$ cat config.mk
export PLATFORM = sky130hd
export DESIGN_NAME = int_seq_carry_adder
export DESIGN_NICKNAME = d
export VERILOG_FILES = /design/src/rtl/int_seq_carry_adder.sv
export SDC_FILE = /design/constraint.sdc
export NUM_CORES = 1
export LEC_CHECK = 0
export BUFFER_PORTS_ARGS = -buffer_cell sky130_fd_sc_hd__buf_2
export CAP_MARGIN = 20
export CORE_ASPECT_RATIO = 1.5
export CORE_MARGIN = 5
export CORE_UTILIZATION = 45
export CTS_CLUSTER_DIAMETER = 50
export DETAILED_ROUTE_END_ITERATION = 8
export GPL_TIMING_DRIVEN = 0
export PLACE_DENSITY = 0.78
export SETUP_SLACK_MARGIN = 0.1
export SYNTH_ARGS = -nofsm -noshare
export SYNTH_HDL_FRONTEND = slang
export SYNTH_SLANG_ARGS = --single-unit
$ cat constraint.sdc
create_clock -name clk -period 3.6 [get_ports clk]
set_input_delay 0.54 -clock clk [delete_from_list [all_inputs] [get_ports clk]]
set_output_delay 0.54 -clock clk [all_outputs]
set_load 0.02 [all_outputs]
$ cat src/rtl/int_seq_carry_adder.sv
// Sequential slice-serial adder: one SLICE_WIDTH slice per cycle, LSB first,
// with optional carry-termination early exit. Valid/ready on both sides.
module int_seq_carry_adder #(
  parameter int DATA_WIDTH  = 32,
  parameter int SLICE_WIDTH = 8,
  parameter int EARLY_EXIT  = 0
) (
  input  logic                  clk,
  input  logic                  rst,
  input  logic                  in_valid,
  output logic                  in_ready,
  input  logic [DATA_WIDTH-1:0] data_in,
  input  logic                  carry_in,
  input  logic [1:0]            mode,
  output logic                  out_valid,
  input  logic                  out_ready,
  output logic [DATA_WIDTH-1:0] sum,
  output logic                  carry_out
);
  localparam int NSL = DATA_WIDTH / SLICE_WIDTH;
  localparam int IW  = (NSL > 1) ? $clog2(NSL) : 1;

  generate
    if (DATA_WIDTH % SLICE_WIDTH != 0) begin : g_bad_width
      $error("DATA_WIDTH must be a multiple of SLICE_WIDTH");
    end
  endgenerate

  typedef enum logic [1:0] {IDLE, RUN, DONE} state_t;

  state_t                  state, state_nxt;
  logic [DATA_WIDTH-1:0]   op_r, sum_r, sum_nxt;
  logic                    sub_r, carry_r, cout_r;
  logic [IW-1:0]           idx;

  logic [SLICE_WIDTH-1:0]  slice, slice_sum;
  logic [SLICE_WIDTH:0]    add_res, sub_res;
  logic                    carry_nxt, last, exit_now, finish;

  assign slice     = op_r[idx*SLICE_WIDTH +: SLICE_WIDTH];
  assign add_res   = {1'b0, slice} + {{SLICE_WIDTH{1'b0}}, carry_r};
  // Borrow falls out as the extra MSB of the widened subtraction.
  assign sub_res   = {1'b0, slice} - {{SLICE_WIDTH{1'b0}}, carry_r};
  assign slice_sum = sub_r ? sub_res[SLICE_WIDTH-1:0] : add_res[SLICE_WIDTH-1:0];
  assign carry_nxt = sub_r ? sub_res[SLICE_WIDTH] : add_res[SLICE_WIDTH];
  assign last      = (idx == IW'(NSL-1));
  assign exit_now  = (EARLY_EXIT != 0) && !carry_nxt;
  assign finish    = last || exit_now;

  // Current slice gets the computed bits; on early exit, the upper slices
  // are simply the operand since no carry propagates into them.
  always_comb begin
    sum_nxt = sum_r;
    for (int k = 0; k < NSL; k++) begin
      if (k == int'(idx))
        sum_nxt[k*SLICE_WIDTH +: SLICE_WIDTH] = slice_sum;
      else if (exit_now && k > int'(idx))
        sum_nxt[k*SLICE_WIDTH +: SLICE_WIDTH] = op_r[k*SLICE_WIDTH +: SLICE_WIDTH];
    end
  end

  always_ff @(posedge clk) begin
    if (rst) state <= IDLE;
    else     state <= state_nxt;
  end

  always_comb begin
    state_nxt = state;
    case (state)
      IDLE:    if (in_valid)  state_nxt = RUN;
      RUN:     if (finish)    state_nxt = DONE;
      DONE:    if (out_ready) state_nxt = IDLE;
      default:                state_nxt = IDLE;
    endcase
  end

  always_comb begin
    in_ready  = (state == IDLE);
    out_valid = (state == DONE);
  end

  always_ff @(posedge clk) begin
    if (rst) begin
      op_r    <= '0;
      sub_r   <= 1'b0;
      carry_r <= 1'b0;
      idx     <= '0;
      sum_r   <= '0;
      cout_r  <= 1'b0;
    end else begin
      case (state)
        IDLE: if (in_valid) begin
          op_r    <= mode[0] ? ~data_in : data_in;
          sub_r   <= (mode == 2'b10);
          carry_r <= (mode == 2'b01) ? 1'b1 : carry_in;
          idx     <= '0;
        end
        RUN: begin
          sum_r   <= sum_nxt;
          carry_r <= carry_nxt;
          idx     <= idx + 1'b1;
          if (finish) cout_r <= carry_nxt;
        end
        default: ;
      endcase
    end
  end

  assign sum       = sum_r;
  assign carry_out = cout_r;
endmodule

---- Yosys cells after proc, flatten, opt, wreduce, memory -nomap -nowiden ----
Index checks and enable logic that the tools add are counted.
operators by class
  $add $sub $neg .......................... 3
  $mul .................................... 0
  div/mod/pow operators ................... 0
  order comparisons ....................... 0
  equality and inequality tests ........... 11
  shifts and indexed selects .............. 1
  muxes and demuxes ....................... 12
  bitwise logic cells ..................... 1
  reduce and logical (&&, ||, !) cells .... 11
operator list
  operator             count
  $mux 32              1
  $not 32->32          1
  $shiftx 32x6->8      1
  $reduce_and 2->1     7
  $add 8x1->9          1
  $sub 8x1->9          1
  $mux 2               4
  $mux 8               1
  $eq 2x2->1 const B   3
  $pmux 2 s3           1
  $eq 2x1->1 const B   2
  $eq 2x2->1 const A   2
  $logic_not 2->1      2
  $ne 2x2->1 const B   2
  $pmux 2 s2           1
  $mux 1               3
  $reduce_and 3->1     1
  $add 2x1->2 const B  1
  $eq 1x2->1 const A   1
  $ne 2x1->1 const B   1
  $pmux 1 s2           1
  $reduce_bool 2->1    1
word-level totals
  flip-flop bits (word level) ............. 71
  bits in latches ......................... 0
  RAM bits ................................ 0
  ROM bits ................................ 0
  input port bits ......................... 39
  output and inout port bits .............. 35
  logic and storage cells ................. 49
  memories kept ........................... 0

---- Depth between registers and ports, before layout ----
Gate-level depths: netlist of the first run.
  depth in word-level cells ............... 4
  depth in mapped cells ................... 11
  gate-level depth less buffers ........... 9

---- Worst setup path before layout of the first run ----
No wires, ideal clock.
  path type ............................... reg2reg
  from .................................... reg idx[1]
  to ...................................... reg sum_r[15], in the netlist sum[15]
  library setup time ...................... 0.062 ns
  arrival time ............................ 2.763 ns
  data required time ...................... 3.538 ns
  slack ................................... 0.774 ns
  cell stages (with the launch flop) ...... 11
  buffers on the path ..................... 3
  period minus slack after synthesis ...... 2.826 ns
  path through ............................ dfxtp_1 -> buf_6 -> clkbuf_1 -> mux4_2 -> ha_1 -> or3b_2 -> o221a_2 -> or2_0 -> buf_2 -> or4_1 -> nand3_1
between the ends
  word-level cells in the longest chain between the ends .. 3
  elaborated cells between the ends (all ways) .. 6
  classes of those cells .................. 2 x add/sub; 1 x eq/ne; 1 x shift; 1 x mux; 1 x reduce/logical
RTL lines
  what                                               line    RTL
  start: declaration                                 34      logic [IW-1:0] idx;
  start signal: assignment                           101     idx <= idx + 1'b1;
  $shiftx 32x6->8                                    40      assign slice = op_r[idx*SLICE_WIDTH +: SLICE_WIDTH];
  $add 8x1->9 / $sub 8x1->9 (equally long branches)  41, 43
  $mux 8                                             44      assign slice_sum = sub_r ? sub_res[SLICE_WIDTH-1:0] : add_res[SLICE_WIDTH-1:0];
  end signal: assignment                             99      sum_r <= sum_nxt;
  end: declaration                                   32      logic [DATA_WIDTH-1:0] op_r, sum_r, sum_nxt;
Parallel ways exist; a longest one is shown, timed or not.
A chain may end at the register's enable or synchronous reset.

---- Worst setup path after layout of the first run ----
Ends and elaborated chain as after synthesis.

==> results of run 1 <==
-- synth_stat cells, drive strengths merged --
cell type and n:
a211o 4, a211oi 54, a21oi 8, a22o 2, a22oi 3, a2bb2oi 1, a31oi 4, and2 5
and3 2, and3b 1, buf 8, clkbuf 24, dfxtp 71, ha 8, inv 7, mux2 3
mux2i 7, mux4 7, nand2 16, nand2b 7, nand3 10, nand3b 2, nand4 1, nor2 66
nor2b 3, nor3 6, nor3b 8, o21a 1, o21ba 1, o21bai 1, o221a 1, o22ai 3
or2 1, or3 2, or3b 2, or4 4, xnor2 34, xor2 2
-- registers in the layout (all words and copies together) (netlist names) --
register   count
carry_r        1
idx            2
state          2
sum           32
sub_r          1
op_r          32
carry_out      1
-- metal layers --
metal,vias up,GRT usage
li1,1555,-
met1,1366,0.2143
met2,99,0.3248
met3,24,0.04230
met4,0,0.09407
met5,-,0
-- worst paths after layout --
| kind | end | slack (ns) | cells past startpoint |
|---|---|---|---|
| worst max-delay path | sum[15]$_SDFFE_PP0P_ | 0.42 | 10 |
| worst min-delay path | sum[26]$_SDFFE_PP0P_ | 0.46 | 2 |
| worst max register to register | sum[15]$_SDFFE_PP0P_ | 0.42 | 10 |
| worst min register to register | sum[26]$_SDFFE_PP0P_ | 0.46 | 2 |
-- cells by family (layout without fill, tap and decap cells) --
group	after synthesis	count (layout)	synth area share
AO/OA/AOI/OAI	83	83	0.1758
XOR/XNOR	36	36	0.08877
adder cells (fa/ha/maj)	8	8	0.02818
buffers and inverters	39	126	0.04579
flip-flops	71	71	0.4001
multiplexers	17	17	0.07679
AND/OR/NAND/NOR	136	136	0.1846
-- per-stage QoR --
| stage | util | worst slack (ns) | area (um2) | power, mW |
|---|---|---|---|---|
| 3_5_place_dp | 0.5267 | 0.4653 | 4035 | 1.188 |
| 2_1_floorplan | - | 0.7744 | 3552 | 1.092 |
| 3_3_place_gp | 0.5267 | 0.5170 | 4035 | 1.179 |
| 4_1_cts | 0.5646 | 0.4453 | 4325 | 2.035 |
| 6_report | 0.5646 | 0.4152 | 4325 | 2.031 |
| 5_1_grt | 0.5646 | 0.2237 | 4325 | 2.119 |
-- cell type report --
type                    count  area share
plain buffers              32     0.03153
well taps                 102     0.02951
repair buffers             71     0.08215
multi-input cells         280      0.4550
flip-flops and latches     71      0.3286
inverters                   7    0.006075
clock inverters             6     0.01417
clock buffers              10     0.05294
-- worst reg2reg max path: cells and delay by family (launching register included) --
family	cells	cell delay (ns)
AND/OR/NAND/NOR	4	1.28
buffers and inverters	3	0.72
flip-flops	1	0.36
multiplexers	1	0.30
AO/OA/AOI/OAI	1	0.29
adder cells (fa/ha/maj)	1	0.18
-- power groups by stage --
| stage | clock network, mW | logic [mW] | registers (mW) |
|---|---|---|---|
| 6_report | 0.859 | 0.310 | 0.862 |
| 4_1_cts | 0.861 | 0.311 | 0.863 |
| 2_1_floorplan | 0 | 0.209 | 0.883 |
| 3_3_place_gp | 0 | 0.302 | 0.877 |
| 3_5_place_dp | 0 | 0.308 | 0.879 |
| 5_1_grt | 0.908 | 0.343 | 0.867 |
==> impl_summary.log, run 1 <==
INFO  metric outcome = finished clean
INFO  metric dieWidth = 82.54 um
INFO  metric post-route-drc-count = 0
INFO  metric worst_setup_end_kind = flip-flop
INFO  metric register_area = 0.001421 mm2
INFO  metric setup-tns-final = 0 ns
INFO  metric routed_wirelength = 8727 um
INFO  metric nNetsFinal = 519
INFO  metric num_io_pins = 74
INFO  metric critical_path.reg2reg.startpoint = idx[1]$_SDFFE_PP0P_
INFO  metric routed-wl-met3 = 512 um
INFO  metric setup.worst_path.class = flip-flop to flip-flop
INFO  metric wl_per_cell = 15.07 um
INFO  metric placeableCoreArea = 0.007661 mm2
INFO  metric synth_area_per_cell = 9.108 um2
INFO  metric port-buffer-count = 71
INFO  metric synth_seq_cells = 71
INFO  metric detailed_place_hpwl = 6742 um
INFO  metric antenna_cells = 0
INFO  metric slew_headroom = 0.5616
INFO  metric final_antenna_violating_net_count = 0
INFO  metric die_h = 118.8 um
INFO  metric final-instance-count-excl-fill = 579
INFO  metric vias = 3044
INFO  metric cp_slowest_stage_delay = 0.55 ns
INFO  metric setup_viol = 0
INFO  metric met2WireLength = 4521 um
INFO  metric finalHoldViolCount = 0
INFO  metric floorplan.initialDensity = 0.4637
INFO  metric synth.yosys.seq_area_share = 0.4001
INFO  metric crit_arrival = 3.46 ns
INFO  metric layout_worst_path_cycle_share = 0.8847
INFO  metric clkPwrFrac = 0.423
INFO  metric worstSetupStartpointType = flip-flop
INFO  metric gpl.final_weighted_congestion = 0.8760
INFO  metric highest_layer = met4
INFO  metric p_switching = 0.5371 mW
INFO  metric cts_made_buffers = 9
INFO  metric min-delay-start = sum[26]$_SDFFE_PP0P_
INFO  metric path_clk_slew = 0.05 ns
INFO  metric drt_iter0_markers = 129
INFO  metric fmaxAchievable = 314.0 MHz
INFO  metric switching_share = 0.2644
INFO  metric dpl.cell_count = 563
INFO  metric timing_worst_slew_pin_value = 0.6576 ns
INFO  metric share_seq_of_total_power = 0.424
INFO  metric wl_met1 = 3370 um
INFO  metric synth_top_area_cell = sky130_fd_sc_hd__dfxtp_1
INFO  metric power.density_cell_area = 469.7 mW/mm2
INFO  metric die-area = 0.009807 mm2
INFO  metric fin_crit = 3.185 ns
INFO  metric hold_slack = 0.4610 ns
INFO  metric syn-num-nets = 437
INFO  metric maximum_number_of_pins_on_one_net_before_global_route_repair = 13
INFO  metric required_time_of_the_worst_setup_path = 3.87 ns
INFO  metric cts.sinks = 71
INFO  metric post-cts-setup-buffer-count = 0
INFO  metric crit_slowest_cell = sky130_fd_sc_hd__or4_1
INFO  metric multi_input_area = 0.001968 mm2
INFO  metric layout.cells.most_common_list = 72 x sky130_fd_sc_hd__buf_2, 71 x sky130_fd_sc_hd__dfxtp_1, 66 x sky130_fd_sc_hd__nor2_1
INFO  metric post_synth_instance_area = 0.003552 mm2
INFO  metric timing.critical_path.cells = buf_6, clkbuf_1, mux4_2, ha_1, or3b_2, o221a_2, or2_0, buf_2, or4_1, nand3_1
INFO  metric timing.critical_path.buf_inv = 3
INFO  metric grt_first_pass_wirelength = 14430 um
INFO  metric synth.distinct_cells = 45
INFO  metric drt_pass_1_iters = 4
INFO  metric vias_per_cell = 5.257
INFO  metric global_route.overflow_total = 0
INFO  metric groute.usage.overall = 0.1893
INFO  metric cp_top_delay_family = simple AND/OR/NAND/NOR gates
INFO  metric maxCapViolCount = 0
INFO  metric worstSkewPairLatency = 0.33 ns
INFO  metric cts-resized-gates = 0
INFO  metric hold_path.class = flip-flop to flip-flop
INFO  metric p_leak = 1.696 nW
INFO  metric rows = 39
INFO  metric ys_top_cells_by_area = sky130_fd_sc_hd__dfxtp_1 40%, sky130_fd_sc_hd__a211oi_1 11%, sky130_fd_sc_hd__xnor2_1 8.4%, sky130_fd_sc_hd__nor2_1 7.0%, sky130_fd_sc_hd__ha_1 2.8%
INFO  metric synthCells = 390
INFO  metric post_cts_hold_buffer_count = 0
INFO  metric grt_pass1_vias = 3082
INFO  metric power.share.combinational = 0.153
INFO  metric yosys_warnings = 0
INFO  metric clockRootBuffer = sky130_fd_sc_hd__clkbuf_16
INFO  metric nFillCells = 707
INFO  metric grt_setup_unrepaired = false
INFO  metric worstSetupStartpoint = idx[1]$_SDFFE_PP0P_
INFO  metric cp_max_fo = 10
INFO  metric final_layout_size_suffix_gt1_frac = 0.2159
INFO  metric cts_tree = yes
INFO  metric timing.final.max_slew_violations = 0
INFO  metric h-tree-depth = 3
INFO  metric ir_worst_vdd = 0.3177 mV
INFO  metric number_of_antenna_violations_at_the_first_check_in_global_routing = 0
INFO  metric netlist.area_leader.share = 0.4001
INFO  metric areaGrowthSynthToFinish = 21.77%
INFO  metric mostFrequentLayoutCell = sky130_fd_sc_hd__buf_2
INFO  metric timing.clock.skew = 0.003081 ns
INFO  metric clockBufferDepth = 2
INFO  metric internal_power = 1.494 mW
Power figures use the tool's default switching activity.
==> run 2: changes to the inputs <==
- ABC_AREA: default -> 1
- ABC_CLOCK_PERIOD_IN_PS: default -> 3600
- BUFFER_PORTS_ARGS: -buffer_cell sky130_fd_sc_hd__buf_2 -> default
- DONT_BUFFER_PORTS: default -> 1
- PLACE_DENSITY: 0.78 -> 0.7
==> run 2 against run 1 <==
- non-clock buffer count decreased by 74
- critical path depth unchanged
- sequential power increased by 3.6%
- wire length increased by 2.3%
- utilization decreased by 5.1 points
- combinational power increased by 2%
- largest power group is now the clock network
- clock-buffer cell count unchanged
- synthesized cell count increased by 22%
==> impl_summary.log, run 2 <==
INFO  metric outcome = finished clean
INFO  metric final_antenna_violating_net_count = 0 (unchanged)
INFO  metric timing.final.max_slew_violations = 0 (unchanged)
INFO  metric vias_per_cell = 5.209 (-0.91%)
INFO  metric number_of_antenna_violations_at_the_first_check_in_global_routing = 0 (unchanged)
INFO  metric worst_hold_path.endpoint = state[1]$_SDFFE_PP0P_
INFO  metric worstRegToRegCells = 10 (unchanged)
INFO  metric synth.distinct_cells = 28 (-38%)
INFO  metric netlist.area_leader.share = 0.3965 (-0.003631)
INFO  metric yosys_warnings = 0 (unchanged)
INFO  metric vias = 3110 (+2.2%)
INFO  metric hold_path.class = input port to flip-flop
INFO  metric floorplan.initialDensity = 0.4533 (-0.01034)
INFO  metric power.density_cell_area = 548.8 mW/mm2 (+17%)
INFO  metric share_of_the_core_filled_with_cells_in_the_final_layout = 0.5138 (-0.05083)
INFO  metric cp_slowest_stage_delay = 0.45 ns (-0.10 ns)
INFO  metric syn-num-nets = 523 (+20%)
INFO  metric mostFrequentLayoutCell = sky130_fd_sc_hd__nand2_1
INFO  metric finalHoldViolCount = 0 (unchanged)
INFO  metric worstSkewPairLatency = 0.33 ns (about the same)
INFO  metric die_h = 119.3 um (+0.42%)
INFO  metric path_clk_slew = 0.05 ns (about the same)
INFO  metric ys_async_sr_fraction = 0 (unchanged)
INFO  metric ys_top_cells_by_area = sky130_fd_sc_hd__dfxtp_1 40%, sky130_fd_sc_hd__nand2_1 11%, sky130_fd_sc_hd__xnor2_1 6.6%, sky130_fd_sc_hd__a211oi_1 6.1%, sky130_fd_sc_hd__a21oi_1 4.9%
INFO  metric slew_headroom = 0.6604 (+0.09878)
INFO  metric p_leak = 1.755 nW (+3.5%)
INFO  metric timing.critical_path.buf_inv = 3 (unchanged)
INFO  metric detailed_place_hpwl = 7033 um (+4.3%)
INFO  metric critical_path.reg2reg.startpoint = idx[0]$_SDFFE_PP0P_
INFO  metric num_io_pins = 74 (unchanged)
INFO  metric maxCapViolCount = 0 (unchanged)
INFO  metric timing.clock.skew = 0.004491 ns (+0.001409 ns)
INFO  metric crit_slowest_cell = sky130_fd_sc_hd__dfxtp_1
INFO  metric final_layout_size_suffix_gt1_frac = 0.1159 (-0.1001)
INFO  metric worstSetupStartpointType = flip-flop
INFO  metric yosys.cell_count.top_type = sky130_fd_sc_hd__nand2_1
INFO  metric layout.cells.most_common_list = 109 x sky130_fd_sc_hd__nand2_1, 71 x sky130_fd_sc_hd__dfxtp_1, 37 x sky130_fd_sc_hd__nor2_1
INFO  metric fmaxAchievable = 424.4 MHz (+35%)
INFO  metric grt_setup_unrepaired = false
INFO  metric maximum_number_of_pins_on_one_net_before_global_route_repair = 13 (unchanged)
INFO  metric ir_worst_vdd = 0.3196 mV (+0.59%)
INFO  metric post-route-drc-count = 0 (unchanged)
INFO  metric rows = 40 (+2.6%)
INFO  metric setup-tns-final = 0 ns (unchanged)
INFO  metric h-tree-depth = 3 (unchanged)
INFO  metric groute.usage.overall = 0.1843 (-0.005002)
INFO  metric worst_hold_path_depth = 3 (+1)
INFO  metric drt_pass_1_iters = 4 (unchanged)
INFO  metric synth_enable_flop_cells = 0 (unchanged)
INFO  metric nFillCells = 820 (+16%)
INFO  metric timing_worst_slew_pin_value = 0.5094 ns (-0.1482 ns)
INFO  metric drt_iter0_markers = 132 (+2.3%)
INFO  metric required_time_of_the_worst_setup_path = 3.86 ns (about the same)
INFO  metric grt_pass1_vias = 3116 (+1.1%)
INFO  metric hold_slack = 0.3831 ns (-0.07791 ns)
INFO  metric synth_area_per_cell = 7.531 um2 (-17%)
INFO  metric wl_per_cell = 14.96 um (-0.76%)
INFO  metric postSynth.topFlopCell = sky130_fd_sc_hd__dfxtp_1
INFO  metric timing.critical_path.cells = buf_6, buf_12, nand2_1, a32oi_1, inv_1, ha_1, ha_1, o21ai_0, nand2_1, a21oi_1
INFO  metric antenna_cells = 0 (unchanged)
INFO  metric synth_top_area_cell = sky130_fd_sc_hd__dfxtp_1
INFO  metric layout_worst_path_cycle_share = 0.6545 (-0.2301)
INFO  metric post-cts-setup-buffer-count = 0 (unchanged)
INFO  metric setup_viol = 0 (unchanged)
INFO  metric cts_made_buffers = 9 (unchanged)
INFO  metric cp_max_fo = 10 (unchanged)
INFO  metric routed_wirelength = 8930 um (+2.3%)
INFO  metric synth.yosys.seq_area_share = 0.3965 (-0.003631)
INFO  metric ff2ff_setup_slack = 1.24 ns (+0.83 ns)
INFO  metric crit_arrival = 2.62 ns (-0.84 ns)
INFO  metric setup.worst_path.class = flip-flop to flip-flop
INFO  metric port-buffer-count = 0 (-100%)
INFO  metric areaGrowthSynthToFinish = 13.33%
INFO  metric placeableCoreArea = 0.007908 mm2 (+3.2%)
INFO  metric min-delay-start = out_ready
INFO  metric clockBufferDepth = 2 (unchanged)
INFO  metric worst_setup_end_kind = flip-flop
INFO  metric cts_tree = yes
INFO  metric synth_seq_cells = 71 (unchanged)
INFO  metric synthTopCellsByCount = 109 x sky130_fd_sc_hd__nand2_1, 71 x sky130_fd_sc_hd__dfxtp_1, 37 x sky130_fd_sc_hd__nor2_1
INFO  metric gpl.final_weighted_congestion = 0.8774 (+0.16%)
INFO  metric dieWidth = 82.88 um (+0.41%)
INFO  metric cp_top_delay_family = compound AO/OA/AOI/OAI gates
INFO  metric die-area = 0.009888 mm2 (+0.82%)
INFO  metric global_route.overflow_total = 0 (unchanged)
INFO  metric cts-resized-gates = 0 (unchanged)
INFO  metric grt_first_pass_wirelength = 14770 um (+2.4%)
INFO  metric cts.sinks = 71 (unchanged)
INFO  metric post_synth_instance_area = 0.003585 mm2 (+0.92%)
INFO  metric synthCells = 476 (+22%)
INFO  metric clockRootBuffer = sky130_fd_sc_hd__clkbuf_16
INFO  metric worstReg2RegEnd = sum[25]$_SDFFE_PP0P_
INFO  metric post_cts_hold_buffer_count = 0 (unchanged)
INFO  metric nNetsFinal = 534 (+2.9%)
INFO  metric fin_crit = 2.356 ns (-0.8285 ns)
run 2: cell types whose count changed after synthesis, moves of 21 or more:
cell,delta
sky130_fd_sc_hd__a21oi_1,+27
sky130_fd_sc_hd__o21ai_0,+28
sky130_fd_sc_hd__nand3_1,+21
sky130_fd_sc_hd__nand2_1,+93
sky130_fd_sc_hd__nor2_1,-29
sky130_fd_sc_hd__inv_1,+24
sky130_fd_sc_hd__a211oi_1,-23
run 2: kinds of logic (layout without fill, tap and decap cells):
group                      Yosys count  after routing  synth area share
adders and majority gates            8              8           0.02792
DFF                                 71             71            0.3965
AOI/OAI and AO/OA                  103            103            0.1714
xor gates and xnor gates            33             33           0.08063
buffers and inverters               62             78           0.08272
and+or+nand+nor                    199            199            0.2408
run 2: area by class of cell:
| class | instances | area (um2) | area share |
|---|---|---|---|
| plain buffers | 29 | 172.7 | 0.04250 |
| clock buffers | 10 | 239.0 | 0.05882 |
| clock inverters | 6 | 107.6 | 0.02649 |
| inverters | 33 | 123.9 | 0.03049 |
| multi-input cells | 343 | 1867 | 0.4595 |
| flip-flops and latches | 71 | 1421 | 0.3499 |
| well taps | 105 | 131.4 | 0.03234 |
run 2: worst max path at each step:
stage / from / endpoint / slack [ns] / cells after the start
floorplan: idx[0]$_SDFFE_PP0P_ / sum[25]$_SDFFE_PP0P_ / 1.60 / 11
global placement: idx[0]$_SDFFE_PP0P_ / sum[25]$_SDFFE_PP0P_ / 1.25 / 10
detailed placement: idx[0]$_SDFFE_PP0P_ / sum[25]$_SDFFE_PP0P_ / 1.23 / 10
CTS: idx[0]$_SDFFE_PP0P_ / sum[25]$_SDFFE_PP0P_ / 1.21 / 10
global route: idx[0]$_SDFFE_PP0P_ / sum[25]$_SDFFE_PP0P_ / 1.07 / 10
finish: idx[0]$_SDFFE_PP0P_ / sum[25]$_SDFFE_PP0P_ / 1.24 / 10
run 2: worst register-to-register path: stages, from the launching register on:
cell,delay (ns)
sky130_fd_sc_hd__dfxtp_1,0.45
sky130_fd_sc_hd__buf_6,0.19
sky130_fd_sc_hd__buf_12,0.13
sky130_fd_sc_hd__nand2_1,0.07
sky130_fd_sc_hd__a32oi_1,0.28
sky130_fd_sc_hd__inv_1,0.08
sky130_fd_sc_hd__ha_1,0.20
sky130_fd_sc_hd__ha_1,0.27
sky130_fd_sc_hd__o21ai_0,0.38
sky130_fd_sc_hd__nand2_1,0.11
sky130_fd_sc_hd__a21oi_1,0.14
run 2: routing by layer:
metal | track usage | share of wire | up-vias
li1 | - | - | 1592
met1 | 0.2033 | 0.40 | 1409
met2 | 0.3338 | 0.53 | 91
met3 | 0.04429 | 0.050 | 18
met4 | 0.07669 | 0.024 | 0
met5 | 0 | 0 | -
run 2: where the power goes:
part / leakage, nW / total (mW) / switching (mW) / internal, mW
Combinational: 1.00 / 0.315 / 0.197 / 0.118
Sequential: 0.582 / 0.893 / 0.0532 / 0.839
Clock: 0.168 / 1.02 / 0.330 / 0.692
Total: 1.75 / 2.23 / 0.580 / 1.65
run 2: metrics by stage:
step                      std cells  setup WS (ns)  area, um2  total power [mW]
after global routing            597          1.065       4063             2.321
after floorplan                 476          1.605       3585             1.150
final                           597          1.244       4063             2.230
after CTS                       597          1.213       4063             2.240
after detailed placement        581          1.232       3716             1.225
after global placement          581          1.250       3716             1.217
==> run 3: changes to the inputs <==
- ABC_AREA: 1 -> 0
- ABC_CLOCK_PERIOD_IN_PS: 3600 -> 2200
- clock period: 3.6 -> 2.2 ns (I/O delays scaled with it)
==> run 3 against run 2 <==
- the flow now finishes with violations (setup timing)
- worst setup slack lost 1.6 ns
- global-route usage grew 0.78 points
- sequential share of layout area shrank 2.3 points
==> impl_summary.log, run 3 (synthesized netlist as in run 1, its figures left out) <==
INFO  metric p_leak = 1.510 nW (-14%)
INFO  metric worstSetupStartpointType = flip-flop
INFO  metric maximum_number_of_pins_on_one_net_before_global_route_repair = 12 (-1)
INFO  metric dieWidth = 82.54 um (-0.40%)
INFO  metric setup_viol = 22 (+22)
INFO  metric cp_max_fo = 7 (-3)
INFO  metric final_layout_size_suffix_gt1_frac = 0.2095 (+0.09367)
INFO  metric drt_pass_1_iters = 4 (unchanged)
INFO  metric fmaxAchievable = 384.7 MHz (-9.3%)
INFO  metric grt_setup_unrepaired = true
INFO  metric floorplan.initialDensity = 0.4637 (+0.01034)
INFO  metric timing.final.max_slew_violations = 0 (unchanged)
INFO  metric slew_headroom = 0.5628 (-0.09760)
INFO  metric number_of_antenna_violations_at_the_first_check_in_global_routing = 0 (unchanged)
INFO  metric die-area = 0.009807 mm2 (-0.82%)
INFO  metric layout_worst_path_cycle_share = 1.181 (+0.5269)
INFO  metric final_total_pwr = 3.490 mW (+57%)
INFO  metric share_of_the_core_filled_with_cells_in_the_final_layout = 0.5701 (+0.05638)
INFO  metric clockBufferDepth = 2 (unchanged)
INFO  metric power.density_cell_area = 799.1 mW/mm2 (+46%)
INFO  metric grt_first_pass_wirelength = 14380 um (-2.7%)
INFO  metric setup-tns-final = -6.647 ns (-6.647 ns)
INFO  metric hold_path.class = input port to flip-flop
INFO  metric worstSkewPairLatency = 0.33 ns (about the same)
INFO  metric required_time_of_the_worst_setup_path = 2.47 ns (-1.39 ns)
INFO  metric vias = 2856 (-8.2%)
INFO  metric final_design_area_no_fill = 0.004368 mm2 (+7.5%)
INFO  metric drt_iter0_markers = 74 (-44%)
INFO  metric post_cts_hold_buffer_count = 0 (unchanged)
INFO  metric ir_worst_vdd = 0.4179 mV (+31%)
INFO  metric maxCapViolCount = 0 (unchanged)
INFO  metric die_h = 118.8 um (-0.41%)
INFO  metric cts_made_buffers = 9 (unchanged)
INFO  metric grt_pass1_vias = 2901 (-6.9%)
INFO  metric num_io_pins = 74 (unchanged)
INFO  metric rows = 39 (-2.5%)
INFO  metric cts.sinks = 71 (unchanged)
INFO  metric nFillCells = 690 (-16%)
INFO  metric timing_worst_slew_pin_value = 0.6558 ns (+0.1464 ns)
INFO  metric layout.cells.most_common_list = 69 x sky130_fd_sc_hd__dfxtp_1, 65 x sky130_fd_sc_hd__nor2_1, 44 x sky130_fd_sc_hd__a211oi_1
INFO  metric global_route.overflow_total = 0 (unchanged)
INFO  metric crit_arrival = 2.87 ns (+0.25 ns)
INFO  metric hold_slack = 0.1880 ns (-0.1951 ns)
INFO  metric failing_checks = setup timing
INFO  metric wl_per_cell = 17.47 um (+17%)
INFO  metric worst_setup_end_kind = flip-flop
INFO  metric final_antenna_violating_net_count = 0 (unchanged)
INFO  metric final-instance-count-excl-fill = 522 (-13%)
INFO  metric detailed_place_hpwl = 6659 um (-5.3%)
INFO  metric fin_crit = 2.599 ns (+0.2429 ns)
INFO  metric mostFrequentLayoutCell = sky130_fd_sc_hd__dfxtp_1
INFO  metric place_ws = -0.5076 ns (-1.740 ns)
INFO  metric cts_tree = yes
INFO  metric areaGrowthSynthToFinish = 22.97%
INFO  metric finalHoldViolCount = 0 (unchanged)
INFO  metric routed_wirelength = 9120 um (+2.1%)
INFO  metric placeableCoreArea = 0.007661 mm2 (-3.1%)
INFO  metric groute.usage.overall = 0.1921 (+0.007773)
INFO  metric nNetsFinal = 463 (-13%)
INFO  metric post-route-drc-count = 0 (unchanged)
INFO  metric gpl.final_weighted_congestion = 0.8693 (-0.92%)
INFO  metric place_area = 0.003740 mm2 (+0.64%)
INFO  metric antenna_cells = 0 (unchanged)
INFO  metric outcome = complete, but fails checks
INFO  metric layout_setup_ws = -0.3992 ns (-1.643 ns)
INFO  metric port-buffer-count = 0 (unchanged)
INFO  metric setup.worst_path.class = flip-flop to flip-flop
INFO  metric dpl.cell_count = 492 (-15%)
INFO  metric vias_per_cell = 5.471 (+5.0%)
INFO  metric path_clk_slew = 0.06 ns (about the same)
INFO  metric register_area = 0.001426 mm2 (+0.35%)
INFO  metric multi_input_area = 0.002188 mm2 (+17%)
INFO  metric timing.clock.skew = 0.004804 ns (+0.0003134 ns)
INFO  metric h-tree-depth = 3 (unchanged)
INFO  metric clockRootBuffer = sky130_fd_sc_hd__clkbuf_16
run 3: cell count changes in the layout (fill, tap and decap cells not counted), moves of 21 or more:
cell | previous run | this run
sky130_fd_sc_hd__nand2_1 | 109 | 15
sky130_fd_sc_hd__a21oi_1 | 35 | 5
sky130_fd_sc_hd__nor2_1 | 37 | 65
sky130_fd_sc_hd__o21ai_0 | 28 | 0
sky130_fd_sc_hd__inv_1 | 31 | 7
sky130_fd_sc_hd__nand3_1 | 31 | 10
run 3: path summary, 6_finish.rpt:
path | startpoint | endpoint | slack (ns) | cells after the start
hold / removal | out_ready | state[1]$_SDFFE_PP0P_ | 0.19 | 2
hold reg to reg | op_r[30]$_SDFFE_PP0P_ | op_r[30]$_SDFFE_PP0P_ | 0.50 | 2
setup / recovery | idx[0]$_SDFFE_PP0P_ | sum[31]$_SDFFE_PP0P_ | -0.40 | 9
setup reg to reg | idx[0]$_SDFFE_PP0P_ | sum[31]$_SDFFE_PP0P_ | -0.40 | 9
run 3: final cells by class:
cell class	instances	share of cell area
Multi-Input combinational cell	280	0.5010
Sequential cell	71	0.3266
Clock buffer	11	0.05557
Buffer	32	0.03896
Tap cell	102	0.02922
Timing Repair Buffer	15	0.02664
Clock inverter	4	0.01604
Inverter	7	0.006015
run 3: layer usage:
metal  share of wire  GRT usage
met1            0.39     0.2172
met2            0.54     0.3358
met3           0.058    0.05060
met4           0.017    0.07260
met5               0          0
run 3: power by group:
group,switching [mW],internal (mW),leakage (nW)
sequential,0.0755,1.36,0.583
combinational,0.296,0.228,0.772
clock,0.516,1.01,0.155
run 3: worst max-delay path: stages, from the launching register on:
cell                      delay, ns
sky130_fd_sc_hd__dfxtp_4       0.35
sky130_fd_sc_hd__buf_12        0.12
sky130_fd_sc_hd__mux4_2        0.36
sky130_fd_sc_hd__ha_4          0.14
sky130_fd_sc_hd__or3b_4        0.37
sky130_fd_sc_hd__o221a_4       0.26
sky130_fd_sc_hd__or2_0         0.21
sky130_fd_sc_hd__buf_6         0.14
sky130_fd_sc_hd__or4_1         0.52
sky130_fd_sc_hd__nand3_1       0.07
run 3: repair_timing:
| action | 4_1_cts | 5_1_grt |
|---|---|---|
| hold endpoints to repair | 0 | 0 |
| buffers inserted | 14 | 1 |
| resized for setup | 20 | 33 |
| endpoints found under the setup margin | 46 | 57 |
| pin swaps | 13 | 10 |
